$ cat src/rtl/wb_port_arbiter_pkg.sv
// Shared widths, requester indices and the staged-write payload for the write-back port arbiter.
package wb_port_arbiter_pkg;

    localparam int unsigned REG_ADDR_W = 5;
    localparam int unsigned REG_DATA_W = 32;

    localparam int unsigned WB_NREQ = 3;
    localparam int unsigned WB_ALU  = 0;
    localparam int unsigned WB_LSU  = 1;
    localparam int unsigned WB_MDU  = 2;

    typedef struct packed {
        logic [REG_ADDR_W-1:0] addr;
        logic [REG_DATA_W-1:0] data;
    } wb_wr_t;

endpackage

$ cat src/rtl/wb_port_arbiter_rr_pick.sv
// Combinational round-robin picker: first valid index at or after ptr, wrapping modulo NREQ.
module wb_port_arbiter_rr_pick #(
    parameter int unsigned NREQ  = 3,
    parameter int unsigned IDX_W = (NREQ > 1) ? $clog2(NREQ) : 1
) (
    input  logic [NREQ-1:0]  valid_i,
    input  logic [IDX_W-1:0] ptr_i,
    output logic [NREQ-1:0]  grant_o,
    output logic [IDX_W-1:0] idx_o,
    output logic             any_o
);

    int unsigned cand;

    always_comb begin
        grant_o = '0;
        idx_o   = '0;
        any_o   = 1'b0;
        cand    = 0;
        for (int unsigned k = 0; k < NREQ; k++) begin
            cand = (32'(ptr_i) + k) % NREQ;
            if (!any_o && valid_i[cand]) begin
                any_o         = 1'b1;
                idx_o         = IDX_W'(cand);
                grant_o[cand] = 1'b1;
            end
        end
    end

endmodule

$ cat src/rtl/wb_port_arbiter.sv
// Round-robin arbiter sharing the register-file write port between NREQ write-back sources.
// Optional per-requester stall counters are built when WB_PERF_CNT_EN is defined.
module wb_port_arbiter
    import wb_port_arbiter_pkg::*;
#(
    parameter int unsigned NREQ  = WB_NREQ,
    parameter int unsigned CNT_W = 16
) (
    input  logic                       clk,
    input  logic                       rst_n,
    input  logic                       hold,
    input  logic                       flush,
    input  logic [NREQ-1:0]            req_valid,
    output logic [NREQ-1:0]            req_ready,
    input  logic [NREQ*REG_ADDR_W-1:0] req_addr,
    input  logic [NREQ*REG_DATA_W-1:0] req_data,
    output logic                       rf_wen,
    output logic [REG_ADDR_W-1:0]      rf_wraddr,
    output logic [REG_DATA_W-1:0]      rf_wrdata,
    output logic                       busy
`ifdef WB_PERF_CNT_EN
    ,
    output logic [NREQ*CNT_W-1:0]      conflict_cnt
`endif
);

    localparam int unsigned IDX_W = (NREQ > 1) ? $clog2(NREQ) : 1;

    if (NREQ < 2 || NREQ > 8 || CNT_W < 1) begin : g_param_err
        $error("wb_port_arbiter: NREQ must be 2..8 and CNT_W at least 1");
    end

    logic [IDX_W-1:0] ptr_q, ptr_d;
    logic             wen_q, wen_d;
    wb_wr_t           wr_q, wr_d;

    logic [NREQ-1:0]  grant;
    logic [IDX_W-1:0] win_idx;
    logic             any_valid;
    logic             accept;
    wb_wr_t           win_wr;

    wb_port_arbiter_rr_pick #(
        .NREQ  (NREQ),
        .IDX_W (IDX_W)
    ) u_rr_pick (
        .valid_i (req_valid),
        .ptr_i   (ptr_q),
        .grant_o (grant),
        .idx_o   (win_idx),
        .any_o   (any_valid)
    );

    // Ready is forced low during reset so no requester retires a write that would be lost.
    assign accept    = rst_n && any_valid && !hold && !flush;
    assign req_ready = accept ? grant : '0;

    assign win_wr.addr = req_addr[32'(win_idx)*REG_ADDR_W +: REG_ADDR_W];
    assign win_wr.data = req_data[32'(win_idx)*REG_DATA_W +: REG_DATA_W];

    // Output stage priority: flush, hold, grant, idle.
    always_comb begin
        ptr_d = ptr_q;
        wen_d = wen_q;
        wr_d  = wr_q;
        if (flush) begin
            wen_d = 1'b0;
        end else if (hold) begin
            wen_d = wen_q;
        end else if (any_valid) begin
            wr_d  = win_wr;
            wen_d = (win_wr.addr != '0);
            ptr_d = (win_idx == IDX_W'(NREQ-1)) ? '0 : win_idx + IDX_W'(1);
        end else begin
            wen_d = 1'b0;
        end
    end

    always_ff @(posedge clk or negedge rst_n) begin
        if (!rst_n) begin
            ptr_q <= '0;
            wen_q <= 1'b0;
            wr_q  <= '0;
        end else begin
            ptr_q <= ptr_d;
            wen_q <= wen_d;
            wr_q  <= wr_d;
        end
    end

    assign rf_wen    = wen_q;
    assign rf_wraddr = wr_q.addr;
    assign rf_wrdata = wr_q.data;
    assign busy      = wen_q;

`ifdef WB_PERF_CNT_EN
    logic [CNT_W-1:0] cnt_q [NREQ];
    logic [CNT_W-1:0] cnt_d [NREQ];

    // Saturating count of cycles a requester was valid but lost arbitration.
    always_comb begin
        for (int unsigned i = 0; i < NREQ; i++) begin
            cnt_d[i] = cnt_q[i];
            if (req_valid[i] && !req_ready[i] && !hold && !flush && (cnt_q[i] != '1)) begin
                cnt_d[i] = cnt_q[i] + CNT_W'(1);
            end
        end
    end

    always_ff @(posedge clk or negedge rst_n) begin
        if (!rst_n) begin
            for (int unsigned i = 0; i < NREQ; i++) cnt_q[i] <= '0;
        end else begin
            for (int unsigned i = 0; i < NREQ; i++) cnt_q[i] <= cnt_d[i];
        end
    end

    for (genvar gi = 0; gi < NREQ; gi++) begin : g_cnt_out
        assign conflict_cnt[gi*CNT_W +: CNT_W] = cnt_q[gi];
    end
`endif

endmodule
$ cat config.mk
export PLATFORM = sky130hd
export DESIGN_NAME = wb_port_arbiter
export DESIGN_NICKNAME = d
export VERILOG_FILES = /design/src/rtl/wb_port_arbiter_pkg.sv /design/src/rtl/wb_port_arbiter_rr_pick.sv /design/src/rtl/wb_port_arbiter.sv
export SDC_FILE = /design/constraint.sdc
export NUM_CORES = 1
export LEC_CHECK = 0
export ABC_AREA = 1
export CELL_PAD_IN_SITES_DETAIL_PLACEMENT = 0
export CELL_PAD_IN_SITES_GLOBAL_PLACEMENT = 2
export CORE_ASPECT_RATIO = 0.6
export CORE_MARGIN = 2
export CORE_UTILIZATION = 18
export DETAILED_ROUTE_END_ITERATION = 7
export GPL_TIMING_DRIVEN = 0
export PLACE_DENSITY = 0.75
export SETUP_SLACK_MARGIN = 0.2
export SYNTH_ARGS = -nofsm -noshare
export SYNTH_HDL_FRONTEND = slang
export SYNTH_HIERARCHICAL = 1
export SYNTH_SLANG_ARGS = --single-unit
$ cat constraint.sdc
create_clock -name clk -period 2.1 [get_ports clk]
set_input_delay 0.315 -clock clk [delete_from_list [all_inputs] [get_ports clk]]
set_output_delay 0.315 -clock clk [all_outputs]
set_load 0.02 [all_outputs]
# ---- After elaboration in Yosys (flattened, before gate mapping)
# Index checks and enable logic that the tools add are counted.
dict set report totals {
  elab_cells 65
  output_inout_bits 42
  register_bits 40
  input_bits 118
}
dict set report classes {
  n_eq_ne 2
  n_reduce_logical 14
  magnitude_cmp 6
  n_mux 26
  multipliers 1
  bitwise 4
  shifts 2
  n_div 3
  n_addsub 3
}
# operator count
set ops {}
lappend ops {{greater-or-equal comparator 32 x 1 -> 1 bit (second input constant)} 3}
lappend ops {{< comparator 32 x 3 -> 1 bit (second input constant)} 3}
lappend ops {{variable part select 96 x 8 -> 32 bit} 1}
lappend ops {{modulo 32 x 2 -> 32 bit (second input constant)} 2}
lappend ops {{modulo 2 x 2 -> 32 bit (second input constant)} 1}
lappend ops {{variable part select 15 x 6 -> 5 bit} 1}
lappend ops {{2-to-1 mux 1 bit} 12}
lappend ops {{2-to-1 mux 3 bit} 4}
lappend ops {{logical AND 1 bit} 8}
lappend ops {{2-to-1 mux 2 bit} 4}
lappend ops {{binary-select mux 1 bit (select 2 bit)} 3}
lappend ops {{demux 1 bit (select 2 bit)} 3}
lappend ops {{bitwise OR 3 bit} 2}
lappend ops {{multiplier 2 x 3 -> 5 bit (second input constant)} 1}
lappend ops {{nonzero test 5 bit} 1}
lappend ops {{zero test 1 bit} 4}
lappend ops {{adder 2 x 1 -> 3 bit (second input constant)} 1}
lappend ops {{adder 2 x 2 -> 3 bit (second input constant)} 1}
lappend ops {{AND reduction 3 bit} 1}
lappend ops {{adder 2 x 1 -> 2 bit (second input constant)} 1}
lappend ops {{== test 2 bit (second input constant)} 1}
lappend ops {{!= test 2 x 1 -> 1 bit (second input constant)} 1}
lappend ops {{inverter 1 bit} 2}

# ---- Logic depth before layout (Yosys ltp)
dict set report depth {
  ltp_word 16
  depth_mapped 20
  depth_no_buf 19
}

# ---- Cells and area by module
# The synthesis kept the hierarchy.
# mod seq_area_each_um2 instances cells_each area_per_inst_um2
set by_module_without_submodules {}
lappend by_module_without_submodules {wb_port_arbiter 1001.0 1 292 2476.1}
lappend by_module_without_submodules {wb_port_arbiter_rr_pick 0.0 1 61 320.3}

# ---- Worst setup path after synthesis
# No wires, ideal clock.
dict set report synth_timing {
  path_kind {reg2out}
  start {register ptr_q[0]}
  end {output port req_ready[0]}
  stages_incl_launch_ff 11
  path_buffers 1
  required_time_ns 1.785
  setup_slack_ns -0.278
  t_arrival_ns 2.063
  path_cell_list {dfrtp_1 inv_1 ha_1 inv_2 o31ai_4 or2_1 nand2_1 nor2_2 buf_2 nand2_1 nor2_1}
}
dict set report synth_via {
  elab_chain_len 14
  word_cells_on_any_way 42
  classes_between {2 x add/sub; 3 x div; 6 x order compare; 19 x mux; 2 x bitwise; 10 x reduce/logical}
}
# item line_no
set synth_rtl {}
lappend synth_rtl {{start: declaration} wb_port_arbiter.sv:33} ;# logic [IDX_W-1:0] ptr_q, ptr_d;
lappend synth_rtl {{start signal: assignment} wb_port_arbiter.sv:85} ;# ptr_q <= ptr_d;
lappend synth_rtl {{parallel branches: the longest is 9 deep, another holds modulo 32 x 2 -> 32 bit} --}
lappend synth_rtl {{2-to-1 mux 1 bit (*)} wb_port_arbiter_rr_pick.sv:22} ;# if (!any_o && valid_i[cand]) begin
lappend synth_rtl {{via any_valid} wb_port_arbiter.sv:39} ;# logic any_valid;
lappend synth_rtl {{logical AND 1 bit (*) (3 in series)} wb_port_arbiter.sv:55} ;# assign accept = rst_n && any_valid && !hold && !flush;
lappend synth_rtl {{2-to-1 mux 3 bit (*)} wb_port_arbiter.sv:56} ;# assign req_ready = accept ? grant : '0;
lappend synth_rtl {{end: declaration} wb_port_arbiter.sv:14} ;# output logic [NREQ-1:0] req_ready,
# Mark *: on every way through the listed nets, which the timed path passes. The select of a mux whose other input is x is not followed.

# ---- Worst setup path after layout
# Same ends and word-level chain as after synthesis.

==> out/metrics.yaml <==
floorplan:
  die_y_um: 101
  start_util_pct: 18.3
  fp.coreArea_mm2: 0.0153
  ios: 160
  rows: 35
  die_w_um: 165
  dieArea_mm2: 0.0166
sta:
  rsz0062_at_grt: "yes"
  worstMarginPinSlew_ns: 0.523
  period_needed_ns: 2.44
  hold_slack_ns: 0.00163
  fmax_mhz: 409
  drv_slew: 0
  setup_ws_ns: -0.344
  fin_crit_sh_pct: 116
  clock_skew_ns: 0.00571
  setup_viol: 43
  relSlewSlack_pct: 65.1
  hold_viol: 0
routing:
  viasPerCell: 4.29
  wire_per_inst_um: 16.9
  ant_nets: 0
  num_vias: 3253
  routed_wl_um: 12800
  drc: 0
  first_pass_iters: 6
  first_iter_violations: 143
pwr:
  total_power_uw: 10500
  power_density_mw_per_mm2: 1900
  peakVddDrop_uv: 619
  p_comb_share_pct: 79.2
  power_frac_seq_pct: 13.5
  swShare_pct: 44.7
  internal-power_uw: 5800
  p_leak_uw: 0.00221
  switchingPower_uw: 4690
  pwr-share-clk_pct: 7.3
global_route:
  first_global_vias: 3463
  gr-total-overflow: 0
  grt_max_degree: 27
  grt_usage_pct: 15.4
  grt_pass1_wl_um: 19400
  antenna_found_initial: 0
finish:
  area.growth.synth_to_final_pct: 97.3
  n_antenna_cell: 0
  multiInputGateArea_mm2: 0.00172
  final_common_cell: "clkdlybuf4s50_1"
  nNetsFinal: 677
  layout_common_cells: "clkdlybuf4s50_1 (155), nand2_1 (119), dfrtp_1 (38)"
  drive_above_1_share_pct: 27.7
  fillerInstances: 1542
  seq_area_mm2: 0.00100
cts:
  cts_root_buf: "clkbuf_16"
  cts.sinks: 40
  cts_made_buffers: 5
  htree_levels: 2
  worstSkewPairLatency_ns: 0.29
  clk_path_buf_depth: 2
  cts_hold_buf: 0
  cts_tree: "yes"
  clk_pin_slew_ns: 0.06
setup_path:
  cp.arrival_ns: 2.13
  cp-start-kind: "register"
  crit_path_max_fanout: 5
  cp.required_ns: 1.78
  critPathKind: "register to primary output"
  endpoint_kind: "primary output"
synthesis:
  ys_ff_latch: 40
  yosysSeqAreaShare_pct: 35.8
  synth_warnings: 6
  syn_inst: 353
  syn-num-nets: 475
  ys_types: 30
  avgSynthCellArea_um2: 7.92
  synth_area_mm2: 0.00280
status:
  outcome: "finished, violations left"
  violations: "setup timing"
worst_hold_path:
  hold_class: "input pin to asynchronous set/reset pin"
flow_run:
  max_cap_violations: 0
placement:
  place.gp.congestion: 0.801
  dpl.hpwl_um: 9270
  io_buffers: 159
-- flip-flops by register name, indices dropped and copies added (netlist names) --
name / count
busy: 1
rf_wraddr: 5
ptr_q: 2
rf_wrdata: 32
-- layer usage --
layer / up-vias / track usage (%) / share of wire [%]
met5: - / 0 / 0
met4: 0 / 2.61 / 0.70
met2: 124 / 23.0 / 41
met3: 10 / 4.73 / 7.7
li1: 1577 / - / -
met1: 1542 / 22.1 / 50
-- cell usage after synthesis (all sizes together) --
| library cell | n | area, um^2 |
|---|---|---|
| clkinv | 1 | 3.75 |
| nor2 | 42 | 189 |
| buf | 18 | 164 |
| or2 | 1 | 6.26 |
| a41oi | 21 | 342 |
| a21oi | 1 | 5.00 |
| ha | 4 | 50.1 |
| o31ai | 1 | 21.3 |
| dfrtp | 40 | 1000 |
| mux2 | 6 | 71.3 |
| nand2 | 138 | 533 |
| inv | 20 | 77.6 |
| o22ai | 8 | 50.1 |
| clkbuf | 4 | 18.8 |
| nand3 | 43 | 235 |
| o21ai | 5 | 28.8 |
-- metrics by stage --
step	setup TNS, ns	area (um^2)	setup slack, ns	utilization (%)	std cells
final	-8.87	5520	-0.344	36.1	758
after global routing	-15.19	5520	-0.462	36.1	758
after CTS	-9.19	5480	-0.359	35.8	755
after detailed placement	-20.00	4790	-1.00	31.3	716
after global placement	-55.75	4770	-1.64	31.2	715
after floorplan	0	2930	0.00336	-	353
-- final timing paths --
path                         startpoint            end  slack (ns)  cells past startpoint
hold / removal                    rst_n  rf_wrdata[28]       0.002                      1
setup / recovery               ptr_q[0]   req_ready[0]       -0.34                     14
setup reg to reg               ptr_q[0]       ptr_q[0]       -0.27                     12
hold reg to reg            rf_wrdata[5]   rf_wrdata[5]        0.50                      2
min in group clk           rf_wrdata[5]   rf_wrdata[5]        0.50                      2
max in group asynchronous         rst_n       ptr_q[0]        1.55                      2
-- power by group through the flow --
stage | registers, uW | clock network (uW) | logic (uW)
after floorplan | 1840 | 0 | 3350
after global placement | 1410 | 0 | 5890
after detailed placement | 1420 | 0 | 5970
after CTS | 1420 | 799 | 8220
after global routing | 1470 | 831 | 8940
final | 1410 | 765 | 8310
-- cell families (layout without fill, tap and decap cells) --
family	count (synthesis)	count (layout)	synth area share (%)
buffers and inverters	43	245	9.44
adder cells (fa/ha/maj)	4	4	1.79
AO/OA/AOI/OAI	36	36	16.0
multiplexers	6	6	2.55
AND/OR/NAND/NOR	224	224	34.5
flip-flops	40	40	35.8
-- critical path: stages, from the launching register on --
cell and delay, ns:
dfrtp_2 0.42, inv_4 0.06, ha_4 0.30, inv_4 0.05, nand2_1 0.06, nand3_1 0.09
nand2_2 0.09, nand2_4 0.05, or2_1 0.23, nand2_2 0.08, nor2_4 0.04, buf_12 0.13
nand2_8 0.08, nor2_4 0.04, buf_6 0.12
-- area by class of cell --
| type | count | area share [%] |
|---|---|---|
| multi-input combinational | 270 | 31.1 |
| sequential | 40 | 18.2 |
| buffer | 22 | 5.28 |
| tap | 203 | 4.60 |
| clock buffer | 6 | 2.34 |
| timing repair buffer | 195 | 36.7 |
| clock inverter | 1 | 0.0907 |
| inverter | 21 | 1.75 |
-- repair_timing --
item,CTS,global route
gates resized for setup,73,6
gates cloned,7,0
setup endpoints to repair,43,43
pin swaps,17,1
setup buffers,25,3
(Power assumes the default switching activity.)
